**config.mk**
```make
export PLATFORM = sky130hd
export DESIGN_NAME = dmem_hold_arbiter_flat
export DESIGN_NICKNAME = d
export VERILOG_FILES = /design/src/rtl/dmem_hold_arbiter_if.sv /design/src/rtl/dmem_hold_arbiter.sv /design/src/flat_wrapper.sv
export SDC_FILE = /design/constraint.sdc
export NUM_CORES = 1
export LEC_CHECK = 0
export CORE_AREA = 2 2 159 161
export CTS_CLUSTER_DIAMETER = 100
export CTS_CLUSTER_SIZE = 40
export DETAILED_ROUTE_END_ITERATION = 8
export DIE_AREA = 0 0 161 163
export GPL_TIMING_DRIVEN = 1
export MAX_ROUTING_LAYER = met4
export PLACE_DENSITY_LB_ADDON = 0.12
export SYNTH_ARGS = -nofsm -noshare
export SYNTH_HDL_FRONTEND = slang
export SYNTH_SLANG_ARGS = --single-unit
```
**constraint.sdc**
```tcl
create_clock -name clk_i -period 1.8 [get_ports clk_i]
set_input_delay 0.36 -clock clk_i [delete_from_list [all_inputs] [get_ports clk_i]]
set_output_delay 0.36 -clock clk_i [all_outputs]
set_load 0.1 [all_outputs]
```
**src/rtl/dmem_hold_arbiter_if.sv**
```systemverilog
// Bus bundle between the data-memory hold arbiter, its requesting channels, the CPU and data memory.
// The arbiter connects through the slave modport; the surrounding system uses master.
interface dmem_hold_arbiter_if #(
    parameter int N_CH = 4,
    parameter int AW   = 32,
    parameter int DW   = 32
);
    localparam int CW = (N_CH > 1) ? $clog2(N_CH) : 1;

    logic [N_CH-1:0]    ch_hold;
    logic [N_CH-1:0]    ch_hold_ack;
    logic [N_CH*AW-1:0] ch_addr;
    logic [N_CH*DW-1:0] ch_wdata;
    logic [N_CH-1:0]    ch_we;
    logic [AW-1:0]      cpu_addr;
    logic [DW-1:0]      cpu_wdata;
    logic               cpu_we;
    logic               hold_req;
    logic               cpu_hold_ack;
    logic [AW-1:0]      dmem_addr;
    logic [DW-1:0]      dmem_wdata;
    logic               dmem_we;
    logic [CW-1:0]      grant_id;
    logic               busy;

    modport slave (
        input  ch_hold, ch_addr, ch_wdata, ch_we,
        input  cpu_addr, cpu_wdata, cpu_we, cpu_hold_ack,
        output ch_hold_ack, hold_req, dmem_addr, dmem_wdata, dmem_we, grant_id, busy
    );

    modport master (
        output ch_hold, ch_addr, ch_wdata, ch_we,
        output cpu_addr, cpu_wdata, cpu_we, cpu_hold_ack,
        input  ch_hold_ack, hold_req, dmem_addr, dmem_wdata, dmem_we, grant_id, busy
    );
endinterface

```
**src/rtl/dmem_hold_arbiter.sv**
```systemverilog
// Round-robin arbiter handing the data-memory port from the CPU to N_CH bus-master channels via HOLD/ACK.
// Optional burst preemption enabled by defining DMEM_ARB_PREEMPT_EN.
module dmem_hold_arbiter #(
    parameter int N_CH      = 4,
    parameter int AW        = 32,
    parameter int DW        = 32,
    parameter int MAX_BURST = 16
) (
    input  logic                 clk_i,
    input  logic                 rst_ni,
    dmem_hold_arbiter_if.slave   bus
);
    localparam int CW = (N_CH > 1) ? $clog2(N_CH) : 1;

    if (N_CH < 1 || N_CH > 16 || MAX_BURST < 1 || MAX_BURST > 255) begin : g_bad_param
        $error("dmem_hold_arbiter: N_CH or MAX_BURST out of range");
    end

    typedef enum logic [1:0] {
        ST_IDLE,
        ST_REQ,
        ST_GRANT,
        ST_RELEASE
    } state_e;

    state_e        state_q, state_d;
    logic [CW-1:0] grant_id_q, grant_id_d;
    logic [CW-1:0] rr_ptr_q, rr_ptr_d;
    logic [CW-1:0] win_id;
    logic [CW-1:0] idx;
    logic          win_found;
    logic          any_hold;
    logic          enter_grant;
    logic          burst_limit;

    logic [AW-1:0] ch_addr_arr  [N_CH];
    logic [DW-1:0] ch_wdata_arr [N_CH];

    for (genvar i = 0; i < N_CH; i++) begin : g_unpack
        assign ch_addr_arr[i]  = bus.ch_addr[i*AW +: AW];
        assign ch_wdata_arr[i] = bus.ch_wdata[i*DW +: DW];
    end

    function automatic logic [CW-1:0] next_ch(input logic [CW-1:0] g);
        if (int'(g) == N_CH - 1) return '0;
        return g + 1'b1;
    endfunction

    assign any_hold = |bus.ch_hold;

    // First requesting channel at or above rr_ptr, wrapping.
    always_comb begin
        win_found = 1'b0;
        win_id    = '0;
        idx       = '0;
        for (int k = 0; k < N_CH; k++) begin
            idx = CW'((int'(rr_ptr_q) + k) % N_CH);
            if (!win_found && bus.ch_hold[idx]) begin
                win_found = 1'b1;
                win_id    = idx;
            end
        end
    end

    // NOTE: every combinational output gets a default first, so no path leaves it unassigned (no latch).
    always_comb begin
        state_d     = state_q;
        grant_id_d  = grant_id_q;
        rr_ptr_d    = rr_ptr_q;
        enter_grant = 1'b0;
        unique case (state_q)
            ST_IDLE: begin
                if (any_hold) state_d = ST_REQ;
            end
            ST_REQ: begin
                if (!any_hold) begin
                    state_d = ST_IDLE;
                end else if (bus.cpu_hold_ack) begin
                    state_d     = ST_GRANT;
                    grant_id_d  = win_id;
                    rr_ptr_d    = next_ch(win_id);
                    enter_grant = 1'b1;
                end
            end
            ST_GRANT: begin
                if (!bus.cpu_hold_ack) begin
                    // Rewind so the interrupted channel wins again once the CPU re-acknowledges.
                    state_d  = ST_REQ;
                    rr_ptr_d = grant_id_q;
                end else if (!bus.ch_hold[grant_id_q] || burst_limit) begin
                    state_d = ST_RELEASE;
                end
            end
            ST_RELEASE: begin
                if (any_hold) begin
                    state_d     = ST_GRANT;
                    grant_id_d  = win_id;
                    rr_ptr_d    = next_ch(win_id);
                    enter_grant = 1'b1;
                end else begin
                    state_d = ST_IDLE;
                end
            end
            default: state_d = ST_IDLE;
        endcase
    end

    // NOTE: sequential state uses non-blocking assignments so all registers update from pre-edge values.
    always_ff @(posedge clk_i) begin
        if (!rst_ni) begin
            state_q    <= ST_IDLE;
            grant_id_q <= '0;
            rr_ptr_q   <= '0;
        end else begin
            state_q    <= state_d;
            grant_id_q <= grant_id_d;
            rr_ptr_q   <= rr_ptr_d;
        end
    end

`ifdef DMEM_ARB_PREEMPT_EN
    logic [7:0]      burst_q, burst_d;
    logic [N_CH-1:0] others_hold;

    assign others_hold = bus.ch_hold & ~(N_CH'(1) << grant_id_q);
    assign burst_limit = (burst_q >= 8'(MAX_BURST - 1)) && (|others_hold);

    always_comb begin
        burst_d = burst_q;
        if (enter_grant) begin
            burst_d = '0;
        end else if (state_q == ST_GRANT && burst_q != 8'hFF) begin
            burst_d = burst_q + 8'd1;
        end
    end

    always_ff @(posedge clk_i) begin
        if (!rst_ni) burst_q <= '0;
        else         burst_q <= burst_d;
    end
`else
    assign burst_limit = 1'b0;
`endif

    // Zero-cycle memory mux; a write is suppressed if the CPU drops ack or reset is asserted.
    always_comb begin
        bus.dmem_addr  = bus.cpu_addr;
        bus.dmem_wdata = bus.cpu_wdata;
        bus.dmem_we    = bus.cpu_we;
        unique case (state_q)
            ST_GRANT: begin
                bus.dmem_addr  = ch_addr_arr[grant_id_q];
                bus.dmem_wdata = ch_wdata_arr[grant_id_q];
                bus.dmem_we    = bus.ch_we[grant_id_q] & bus.cpu_hold_ack & rst_ni;
            end
            ST_RELEASE: bus.dmem_we = 1'b0;
            default: ;
        endcase
    end

    assign bus.ch_hold_ack = (state_q == ST_GRANT) ? (N_CH'(1) << grant_id_q) : '0;
    assign bus.hold_req    = (state_q != ST_IDLE);
    assign bus.busy        = (state_q != ST_IDLE);
    assign bus.grant_id    = grant_id_q;
endmodule

```
**src/flat_wrapper.sv**
```systemverilog
// flat-port wrapper written by rule: the top's interface ports become plain ports
module dmem_hold_arbiter_flat 
#(
    parameter int N_CH      = 4,
    parameter int AW        = 32,
    parameter int DW        = 32,
    parameter int MAX_BURST = 16
)
  (clk_i, rst_ni, bus_ch_hold, bus_ch_addr, bus_ch_wdata, bus_ch_we, bus_cpu_addr, bus_cpu_wdata, bus_cpu_we, bus_cpu_hold_ack, bus_ch_hold_ack, bus_hold_req, bus_dmem_addr, bus_dmem_wdata, bus_dmem_we, bus_grant_id, bus_busy);
  dmem_hold_arbiter_if #(.N_CH(N_CH), .AW(AW), .DW(DW)) bus_i ();
  input  logic clk_i;
  input  logic rst_ni;
  input wire logic [$bits(bus_i.ch_hold)-1:0] bus_ch_hold;
  input wire logic [$bits(bus_i.ch_addr)-1:0] bus_ch_addr;
  input wire logic [$bits(bus_i.ch_wdata)-1:0] bus_ch_wdata;
  input wire logic [$bits(bus_i.ch_we)-1:0] bus_ch_we;
  input wire logic [$bits(bus_i.cpu_addr)-1:0] bus_cpu_addr;
  input wire logic [$bits(bus_i.cpu_wdata)-1:0] bus_cpu_wdata;
  input wire logic [$bits(bus_i.cpu_we)-1:0] bus_cpu_we;
  input wire logic [$bits(bus_i.cpu_hold_ack)-1:0] bus_cpu_hold_ack;
  output wire logic [$bits(bus_i.ch_hold_ack)-1:0] bus_ch_hold_ack;
  output wire logic [$bits(bus_i.hold_req)-1:0] bus_hold_req;
  output wire logic [$bits(bus_i.dmem_addr)-1:0] bus_dmem_addr;
  output wire logic [$bits(bus_i.dmem_wdata)-1:0] bus_dmem_wdata;
  output wire logic [$bits(bus_i.dmem_we)-1:0] bus_dmem_we;
  output wire logic [$bits(bus_i.grant_id)-1:0] bus_grant_id;
  output wire logic [$bits(bus_i.busy)-1:0] bus_busy;
  assign bus_i.ch_hold = bus_ch_hold;
  assign bus_i.ch_addr = bus_ch_addr;
  assign bus_i.ch_wdata = bus_ch_wdata;
  assign bus_i.ch_we = bus_ch_we;
  assign bus_i.cpu_addr = bus_cpu_addr;
  assign bus_i.cpu_wdata = bus_cpu_wdata;
  assign bus_i.cpu_we = bus_cpu_we;
  assign bus_i.cpu_hold_ack = bus_cpu_hold_ack;
  assign bus_ch_hold_ack = bus_i.ch_hold_ack;
  assign bus_hold_req = bus_i.hold_req;
  assign bus_dmem_addr = bus_i.dmem_addr;
  assign bus_dmem_wdata = bus_i.dmem_wdata;
  assign bus_dmem_we = bus_i.dmem_we;
  assign bus_grant_id = bus_i.grant_id;
  assign bus_busy = bus_i.busy;
  dmem_hold_arbiter #(.N_CH(N_CH), .AW(AW), .DW(DW), .MAX_BURST(MAX_BURST)) u_core (.clk_i(clk_i), .rst_ni(rst_ni), .bus(bus_i));
endmodule
```
==> impl_metrics.yaml, run 1 <==
logic_synthesis:
  yosysWarnings: 0
  synth_ff_type: "dfxtp_1"
  synth_top_area_cell: "mux4_2"
  ys_top_cells_by_area: "mux4_2 53%, nand2_1 26%, dfxtp_1 4.3%, buf_2 2.3%, mux2i_1 1.4%"
  synthesis.instances: 344
  synth-seq-cells: 6
  synth_edf_count: 0
  synth_nets: 676
  synth_area_per_cell_um2: 8.15
  ys_types: 28
  syn-cell-area_mm2: 0.00280
  ys_async_sr_fraction: 0
  synth.top_cell.area_share: 0.530
  seq_area_frac_synth: 0.0429
clock_network:
  tritoncts: "done"
  root_buffer: "clkbuf_16"
  cts_hold_buf: 0
  h-tree-depth: 1
  path_clk_slew_ns: 0.04
  clock_latency_ns: 0.23
  clock_path_buffers: 2
  clock_sinks: 6
  cts_buffers: 3
worst_setup_path:
  crit_required_ns: 1.44
  reg2reg_depth: 6
  critical_path_arrival_ns: 1.84
  worstPathMaxFanout: 6
  start_kind: "register"
  reg2reg_to: "u_core.state_q[0]$_SDFFE_PN0P_"
  worstReg2RegStart: "u_core.bus.grant_id[0]$_SDFFE_PN0P_"
  crit_path_end_kind: "output port"
  reg2reg_slack_ns: 0.13
  critPathKind: "register to output port"
sta:
  worst_slack_ns: -0.404
  setup_viol: 66
  hold_violations: 0
  finClkSkew_ns: 0.00154
  max_slew_margin: 0.775
  rsz0062_at_grt: "yes"
  fin_crit_sh: 1.22
  finalMaxSlewViolations: 0
  finalCriticalPeriod_ns: 2.20
  worstMarginPinSlew_ns: 0.338
  fmax_mhz: 454
  fin_tns_setup_ns: -21.75
placement:
  place.gp.congestion: 0.904
  place_area_mm2: 0.00941
  hpwlAfterDp_mm: 17.4
  dp.cells: 1072
  port-buffer-count: 404
power:
  switchingPower_mw: 2.01
  leakagePower_nw: 4.17
  power_frac_seq: 0.038
  power.density_mw_per_mm2: 414
  comb_power_share: 0.872
  power_frac_clock: 0.090
  irDropWorstVdd_uv: 270
  p_int_mw: 2.22
  netSwitchingFraction: 0.475
  totalPowerFinal_mw: 4.24
cells_and_area:
  area_delta_synth_final_pct: 265
  fin_nets: 1102
  nFillCells: 2358
  antenna_cells: 0
  drive_above_1_share: 0.440
  final_cells: 1099
  final_cell_area_mm2: 0.0102
global_route:
  antenna_found_initial: 0
  grt_first_pass_wirelength_mm: 30.4
  overflow: 0
  grt_pass1_vias: 5030
  grt_max_degree: 29
  grt_usage: 0.157
min_path:
  hold_path_class: "register to register"
  min_to: "u_core.rr_ptr_q[0]$_SDFFE_PN0P_"
  min_from: "u_core.rr_ptr_q[0]$_SDFFE_PN0P_"
  holdPathStages: 2
detailed_routing:
  dr.first_iter.drc_count: 138
  wl_per_cell_um: 19.6
  wirelength_mm: 21.6
  via_per_inst: 4.13
  antenna_left: 0
  firstDrtPassIters: 4
  drc_errors: 0
  num_vias: 4540
floorplan:
  io-pin-count: 405
  die_h_um: 163
  die_area_mm2: 0.0262
  fp.dieW_um: 161
  start_util: 0.114
  core_area_mm2: 0.0247
  core.rowCount: 58
outcome:
  status: "finished with violations"
  violations: "setup timing"
flow_run:
  cap_violations: 0
==> Yosys cell counts, types with 2 or more instances <==
library cell,instances
nand2_1,197
mux4_2,66
buf_2,13
clkbuf_1,9
dfxtp_1,6
a21oi_1,5
buf_4,5
nor2b_1,5
buf_1,4
mux2i_1,4
nor2_1,4
buf_6,3
inv_1,3
and3_1,2
nand2b_1,2
nor3_1,2
o21ai_0,2
o21ai_1,2
==> power by group through the flow <==
stage                     logic (mW)  clock network, mW  registers (mW)
after CTS                       3.61              0.388           0.166
after global routing            3.83              0.399           0.164
after floorplan                 1.91                  0           0.172
final                           3.69              0.380           0.162
after detailed placement        3.46                  0           0.166
after global placement          3.43                  0           0.166
==> worst max-delay path, cell delays in order, from the launching register on <==
cell and delay (ns):
dfxtp_4 0.37, buf_12 0.15, buf_16 0.14, mux4_2 0.55, nand4_1 0.14, o21ai_4 0.08, buf_12 0.16
==> cell usage in the layout (no fill, tap or decap), types with 2 or more instances in the layout <==
| cell type | count |
|---|---|
| clkdlybuf4s50_1 | 331 |
| buf_12 | 85 |
| nand2_1 | 68 |
| mux4_2 | 66 |
| nand2_4 | 65 |
| nand2_8 | 64 |
| buf_4 | 24 |
| clkbuf_16 | 7 |
| a21oi_1 | 5 |
| mux2i_1 | 4 |
| nor2b_1 | 4 |
| buf_6 | 4 |
| inv_1 | 3 |
| nor2_1 | 3 |
| bufbuf_16 | 3 |
| dfxtp_4 | 3 |
| o21ai_1 | 2 |
| buf_16 | 2 |
| buf_8 | 2 |
| dfxtp_1 | 2 |
==> routing by layer <==
layer	vias to the layer above	wire [um]	track usage
met4	0	363	0.0341
met5	-	0	-
met1	2247	8320	0.180
met3	24	916	0.0168
met2	178	12000	0.294
li1	2091	-	-
==> final cells by class <==
cell class	instances	area, um^2	share of cell area
Multi-Input combinational cell	301	4080	0.399
Clock buffer	4	78.8	0.00770
Tap cell	330	413	0.0403
Inverter	3	11.3	0.00110
Timing Repair Buffer	455	5520	0.539
Sequential cell	6	133	0.0130
==> per-stage QoR <==
| step | utilization | worst slack [ns] | hold WS (ns) |
|---|---|---|---|
| 3_3_place_gp | 0.382 | -0.274 | 0.463 |
| 5_1_grt | 0.415 | -0.462 | 0.507 |
| 6_report | 0.415 | -0.404 | 0.484 |
| 2_1_floorplan | - | -0.278 | 0.442 |
| 3_5_place_dp | 0.382 | -0.286 | 0.477 |
| 4_1_cts | 0.405 | -0.454 | 0.481 |
==> worst max path at each step <==
stage               slack (ns)  cells past startpoint                           startpoint            endpoint
global placement         -0.27                      5                    bus_ch_wdata[127]  bus_dmem_wdata[31]
finish                   -0.40                      6  u_core.bus.grant_id[0]$_SDFFE_PN0P_         bus_dmem_we
CTS                      -0.45                      6  u_core.bus.grant_id[0]$_SDFFE_PN0P_  bus_dmem_wdata[10]
global route             -0.46                      6  u_core.bus.grant_id[0]$_SDFFE_PN0P_  bus_dmem_wdata[10]
floorplan                -0.28                      3  u_core.bus.grant_id[0]$_SDFFE_PN0P_  bus_ch_hold_ack[1]
detailed placement       -0.29                      5                      bus_ch_addr[96]    bus_dmem_addr[0]
==> cell families (layout without fill, tap and decap cells) <==
group           after synthesis  after routing  synth area share
buf+inv                      37            462            0.0701
compound gates               15             15            0.0402
simple gates                216            216             0.302
mux                          70             70             0.545
flops                         6              6            0.0429
==> sequential cells by signal, summed over array words and instances, names as in the netlist <==
register and flops:
u_core.state_q 2, u_core.rr_ptr_q 2, u_core.bus.grant_id 2
==> repair_timing <==
action | CTS | global route
endpoints found under the setup margin | 68 | 72
gates cloned | 4 | 4
setup buffers | 4 | 14
pin swaps | 0 | 71
resized for setup | 66 | 17
Note: power is estimated with default switching activity, not from simulation.
==> run 2, diff against run 1 <==
--- a/config.mk
+++ b/config.mk
@@ -6,6 +6,7 @@
 export NUM_CORES = 1
 export LEC_CHECK = 0
 export CORE_AREA = 2 2 159 161
+export CTS_BUF_LIST = sky130_fd_sc_hd__clkbuf_16
 export CTS_CLUSTER_DIAMETER = 100
 export CTS_CLUSTER_SIZE = 40
 export DETAILED_ROUTE_END_ITERATION = 8
==> run 2 against run 1 <==
  * Clock-buffer cell count down 1
  * Sequential power about the same
  * Non-clock buffer count unchanged
  * Design area unchanged
  * Worst hold slack unchanged
  * The flow still finishes with violations (setup timing)
  * Utilization unchanged
  * Critical path type unchanged
  * Die area unchanged
  * Sequential share of layout area unchanged
  * Combinational power about the same
  * Critical endpoint unchanged
  * Routed wire length unchanged
==> impl_metrics.yaml, run 2 (synthesis results as in run 1) <==
outcome:
  status: "finished with violations"
  violations: "setup timing"
sta:
  rsz0062_at_grt: "yes"
  worstMarginPinSlew_ns: 0.338
  holdWs_ns: 0.484
  finClkSkew_ns: 0.00125
  fin_tns_setup_ns: -21.78
  worst_slack_ns: -0.405
  finalCriticalPeriod_ns: 2.20
  max_slew_margin: 0.775
  fmax_mhz: 454
  hold_violations: 0
  finalMaxSlewViolations: 0
  fin_crit_sh: 1.22
  setup_viol: 66
power:
  power_frac_clock: 0.089
  leakagePower_nw: 4.17
  p_int_mw: 2.22
  comb_power_share: 0.873
  netSwitchingFraction: 0.476
  irDropWorstVdd_uv: 271
  power.density_mw_per_mm2: 413
  switchingPower_mw: 2.01
  power_frac_seq: 0.038
detailed_routing:
  num_vias: 4540
  wl_per_cell_um: 19.6
  firstDrtPassIters: 4
  drc_errors: 0
  antenna_left: 0
  via_per_inst: 4.13
  dr.first_iter.drc_count: 138
  wirelength_mm: 21.6
placement:
  hpwlAfterDp_mm: 17.4
  place.gp.congestion: 0.904
  dp.cells: 1072
  dp_slack_ns: -0.286
  port-buffer-count: 404
clock_network:
  cts_buffers: 3
  h-tree-depth: 1
  path_clk_slew_ns: 0.04
  clock_sinks: 6
  cts_hold_buf: 0
  clock_path_buffers: 2
  clock_latency_ns: 0.23
  root_buffer: "clkbuf_16"
  tritoncts: "done"
global_route:
  grt_usage: 0.157
  overflow: 0
  grt_pass1_vias: 5030
  grt_max_degree: 29
  antenna_found_initial: 0
  grt_first_pass_wirelength_mm: 30.4
floorplan:
  core.rowCount: 58
  die_h_um: 163
  start_util: 0.114
  io-pin-count: 405
  fp.dieW_um: 161
  die_area_mm2: 0.0262
  core_area_mm2: 0.0247
cells_and_area:
  layout_common_cells: "331 x clkdlybuf4s50_1, 85 x buf_12, 68 x nand2_1"
  antenna_cells: 0
  final_cells: 1099
  drive_above_1_share: 0.440
  final_common_cell: "clkdlybuf4s50_1"
  fin_nets: 1102
  area_delta_synth_final_pct: 265
worst_setup_path:
  crit_path_end_kind: "output port"
  start_kind: "register"
  crit_required_ns: 1.44
  critPathKind: "register to output port"
  worstPathMaxFanout: 6
  critical_path_arrival_ns: 1.84
flow_run:
  cap_violations: 0
min_path:
  hold_path_class: "register to register"
## run 2: layer usage
metal | up-vias | part of all wire | wire length [um] | track usage
met5 | - | 0 | 0 | -
li1 | 2091 | - | - | -
met1 | 2247 | 0.39 | 8320 | 0.180
met2 | 178 | 0.55 | 12000 | 0.294
met4 | 0 | 0.017 | 363 | 0.0341
met3 | 24 | 0.042 | 916 | 0.0168
## run 2: final cells by class
type                    count  area, um^2
flip-flops and latches      6         133
multi-input cells         301        4080
fillers                  2358       14400
inverters                   3        11.3
well taps                 330         413
repair buffers            455        5520
clock buffers               3        75.1
clock inverters             1        3.75
## run 2: worst paths after layout
kind / from / endpoint / slack (ns) / cells past startpoint
setup reg to reg: u_core.bus.grant_id[0]$_SDFFE_PN0P_ / u_core.state_q[0]$_SDFFE_PN0P_ / 0.13 / 6
hold reg to reg: u_core.rr_ptr_q[0]$_SDFFE_PN0P_ / u_core.rr_ptr_q[0]$_SDFFE_PN0P_ / 0.48 / 2
setup / recovery: u_core.bus.grant_id[0]$_SDFFE_PN0P_ / bus_dmem_we / -0.40 / 6
hold / removal: u_core.rr_ptr_q[0]$_SDFFE_PN0P_ / u_core.rr_ptr_q[0]$_SDFFE_PN0P_ / 0.48 / 2
## run 2: power groups by stage
| stage | Clock, mW | Sequential, mW | Combinational (mW) |
|---|---|---|---|
| floorplan | 0 | 0.172 | 1.91 |
| detailed placement | 0 | 0.166 | 3.46 |
| global placement | 0 | 0.166 | 3.43 |
| CTS | 0.383 | 0.166 | 3.61 |
| global route | 0.393 | 0.164 | 3.83 |
| finish | 0.375 | 0.162 | 3.69 |
## run 2: what timing repair did
item,in CTS,in global routing
setup buffers,4,14
cloned,4,4
resized for setup,66,17
pin swaps,0,71
endpoints found under the setup margin,68,72
## run 2: through the flow
step           instance area [um^2]  total power, mW   util
2_1_floorplan                  4120             2.08      -
3_3_place_gp                   9410             3.59  0.382
3_5_place_dp                   9410             3.62  0.382
4_1_cts                        9990             4.16  0.405
5_1_grt                       10200             4.39  0.415
6_report                      10200             4.23  0.415
## run 2: worst max-delay path, cell delays in order, from the launching register on
cell and delay, ns:
dfxtp_4 0.37, buf_12 0.15, buf_16 0.14, mux4_2 0.55, nand4_1 0.14, o21ai_4 0.08, buf_12 0.16
==> run 3, diff against run 2 <==
--- a/config.mk
+++ b/config.mk
@@ -5,12 +5,13 @@
 export SDC_FILE = /design/constraint.sdc
 export NUM_CORES = 1
 export LEC_CHECK = 0
-export CORE_AREA = 2 2 159 161
+export ABC_AREA = 1
+export CORE_AREA = 2 2 158 160
 export CTS_BUF_LIST = sky130_fd_sc_hd__clkbuf_16
 export CTS_CLUSTER_DIAMETER = 100
 export CTS_CLUSTER_SIZE = 40
 export DETAILED_ROUTE_END_ITERATION = 8
-export DIE_AREA = 0 0 161 163
+export DIE_AREA = 0 0 160 162
 export GPL_TIMING_DRIVEN = 1
 export MAX_ROUTING_LAYER = met4
 export PLACE_DENSITY_LB_ADDON = 0.12
==> run 3 against run 2 <==
  * The run still ends with setup timing left
  * Combinational power up 64%
  * Area after synthesis increased by 4.6%
  * Maximum frequency increased by 3.3%
  * Critical path depth decreased by 1
  * Via count is 30% higher
  * Cell count increased by 23%
  * Global-route usage up 4.3 points
==> impl_metrics.yaml, run 3 <==
logic_synthesis:
  yosys-mux-area-fraction: 0
  synth_adder_area_share: 0
  synth-seq-cells: 6
  synth_edf_count: 0
  synth.top_cell.area_share: 0.172
  synth_nets: 882
  synth_xor_area_frac: 0
  ys_async_sr_fraction: 0
  yosysWarnings: 0
  synthesis.instances: 550
  synth_common_cells: "134 x nor2_1, 95 x nand2_1, 40 x a21oi_1, 36 x o21ai_0, 35 x a221oi_1"
  ys_top_cells_by_area: "nor2_1 17%, nand2_1 12%, a221oi_1 10%, o211ai_1 8.7%, a41oi_1 8.7%"
  synth_top_family_by_area: "compound AO/OA/AOI/OAI gates"
  synth_most_common_cell: "nor2_1"
  synth_top_area_cell: "nor2_1"
  seq_area_frac_synth: 0.0410
  synth_compound_area_frac: 0.424
  syn-cell-area_mm2: 0.00293
  yosys.area_share.simple: 0.423
  ys_types: 30
  synth_area_per_cell_um2: 5.33
  synth_ff_type: "dfxtp_1"
clock_network:
  h-tree-depth: 1
  clock_path_buffers: 2
  root_buffer: "clkbuf_16"
  path_clk_slew_ns: 0.03
  clock_latency_ns: 0.23
  cts_buffers: 3
  tritoncts: "done"
  clock_sinks: 6
global_route:
  grt_pass1_vias: 6239
  antenna_found_initial: 1
  grt_usage: 0.200
  overflow: 0
  grt_max_degree: 33
  grt_first_pass_wirelength_mm: 38.3
placement:
  dp.cells: 1312
  place_area_mm2: 0.00975
  port-buffer-count: 404
  hpwlAfterDp_mm: 20.1
  place.gp.congestion: 0.858
floorplan:
  fp.dieW_um: 160
  die_area_mm2: 0.0259
  core.rowCount: 57
  io-pin-count: 405
  start_util: 0.122
  core_area_mm2: 0.0241
  die_h_um: 162
min_path:
  hold_path_class: "register to register"
  min_from: "u_core.state_q[1]$_SDFFE_PN0P_"
sta:
  worstMarginPinSlew_ns: 0.562
  hold_violations: 0
  finalCriticalPeriod_ns: 2.13
  setup_viol: 68
  rsz0062_at_grt: "yes"
  max_slew_margin: 0.624
  fmax_mhz: 468
  finalMaxSlewViolations: 0
  fin_tns_setup_ns: -16.16
  fin_crit_sh: 1.19
  finClkSkew_ns: 0.000392
  holdWs_ns: 0.612
  worst_slack_ns: -0.335
detailed_routing:
  dr.first_iter.drc_count: 202
  drc_errors: 0
  num_vias: 5911
  wirelength_mm: 27.7
  via_per_inst: 4.38
  antenna_left: 0
  wl_per_cell_um: 20.5
  firstDrtPassIters: 4
cells_and_area:
  layout_common_cells: "328 x clkdlybuf4s50_1, 105 x nor2_1, 99 x buf_12"
  final_common_cell: "clkdlybuf4s50_1"
  final_cell_area_mm2: 0.0113
  drive_above_1_share: 0.403
  nFillCells: 2386
  area_delta_synth_final_pct: 287
  fin_nets: 1360
  final_cells: 1351
worst_setup_path:
  crit_required_ns: 1.44
  critical_path_arrival_ns: 1.77
  start_kind: "register"
  cp-startpoint: "u_core.bus.grant_id[0]$_SDFFE_PN0P_"
  worstReg2RegStart: "u_core.bus.grant_id[0]$_SDFFE_PN0P_"
  worstPathMaxFanout: 6
  crit_path_end_kind: "output port"
  critPathKind: "register to output port"
flow_run:
  cap_violations: 0
power:
  power.density_mw_per_mm2: 582
  leakagePower_nw: 4.30
  irDropWorstVdd_uv: 258
outcome:
  violations: "setup timing"
  status: "finished with violations"
==> run 3: final timing paths <==
| kind | depth (start not counted) | to | slack (ns) |
|---|---|---|---|
| setup / recovery | 5 | bus_dmem_wdata[28] | -0.33 |
| hold / removal | 3 | u_core.state_q[0]$_SDFFE_PN0P_ | 0.61 |
| setup reg to reg | 8 | u_core.state_q[0]$_SDFFE_PN0P_ | 0.17 |
| hold reg to reg | 3 | u_core.state_q[0]$_SDFFE_PN0P_ | 0.61 |
==> run 3: cell families after synthesis <==
group,count (synthesis)
AND/OR/NAND/NOR,290
flip-flops,6
AO/OA/AOI/OAI,180
buffers and inverters,74
==> run 3: metrics by stage <==
| stage | power (mW) | util | setup WS (ns) |
|---|---|---|---|
| CTS | 6.31 | 0.441 | -0.361 |
| floorplan | 3.18 | - | -0.443 |
| finish | 6.60 | 0.471 | -0.335 |
| global route | 6.90 | 0.471 | -0.368 |
| detailed placement | 5.44 | 0.404 | -0.274 |
| global placement | 5.44 | 0.404 | -0.303 |
==> run 3: final cells by class <==
cell class                 count  area (um^2)  area share
antenna                        1         2.50    0.000220
clock buffer                   3         75.1     0.00661
inverter                      23          121      0.0107
multi-input combinational    470         4140       0.365
sequential                     6          129      0.0114
tap                          324          405      0.0357
timing repair buffer         524         6470       0.570
==> run 3: where the power goes <==
part	total (mW)	leakage (nW)	internal [mW]	switching (mW)
combinational	6.04	4.21	2.72	3.32
clock	0.365	0.0370	0.285	0.0791
sequential	0.197	0.0514	0.157	0.0396
==> run 3: critical path, cell delays in order, from the launching register on <==
cell	delay [ns]
dfxtp_4	0.45
inv_8	0.06
buf_12	0.13
o211ai_1	0.48
a41oi_4	0.20
buf_12	0.20
==> run 3: repair_timing <==
| action | CTS | global route |
|---|---|---|
| setup endpoints to repair | 67 | 72 |
| setup buffers | 21 | 11 |
| hold buffers | 0 | 0 |
| gates cloned | 11 | 10 |
| pin swaps | 17 | 60 |
| resized for setup | 94 | 121 |
==> run 3: metal layers <==
metal  track usage  wire (um)  vias up
li1              -          -     2923
met1         0.221      10900     2722
met4        0.0352        500        0
met2         0.374      14600      237
met5             -          0        -
met3        0.0421       1680       29
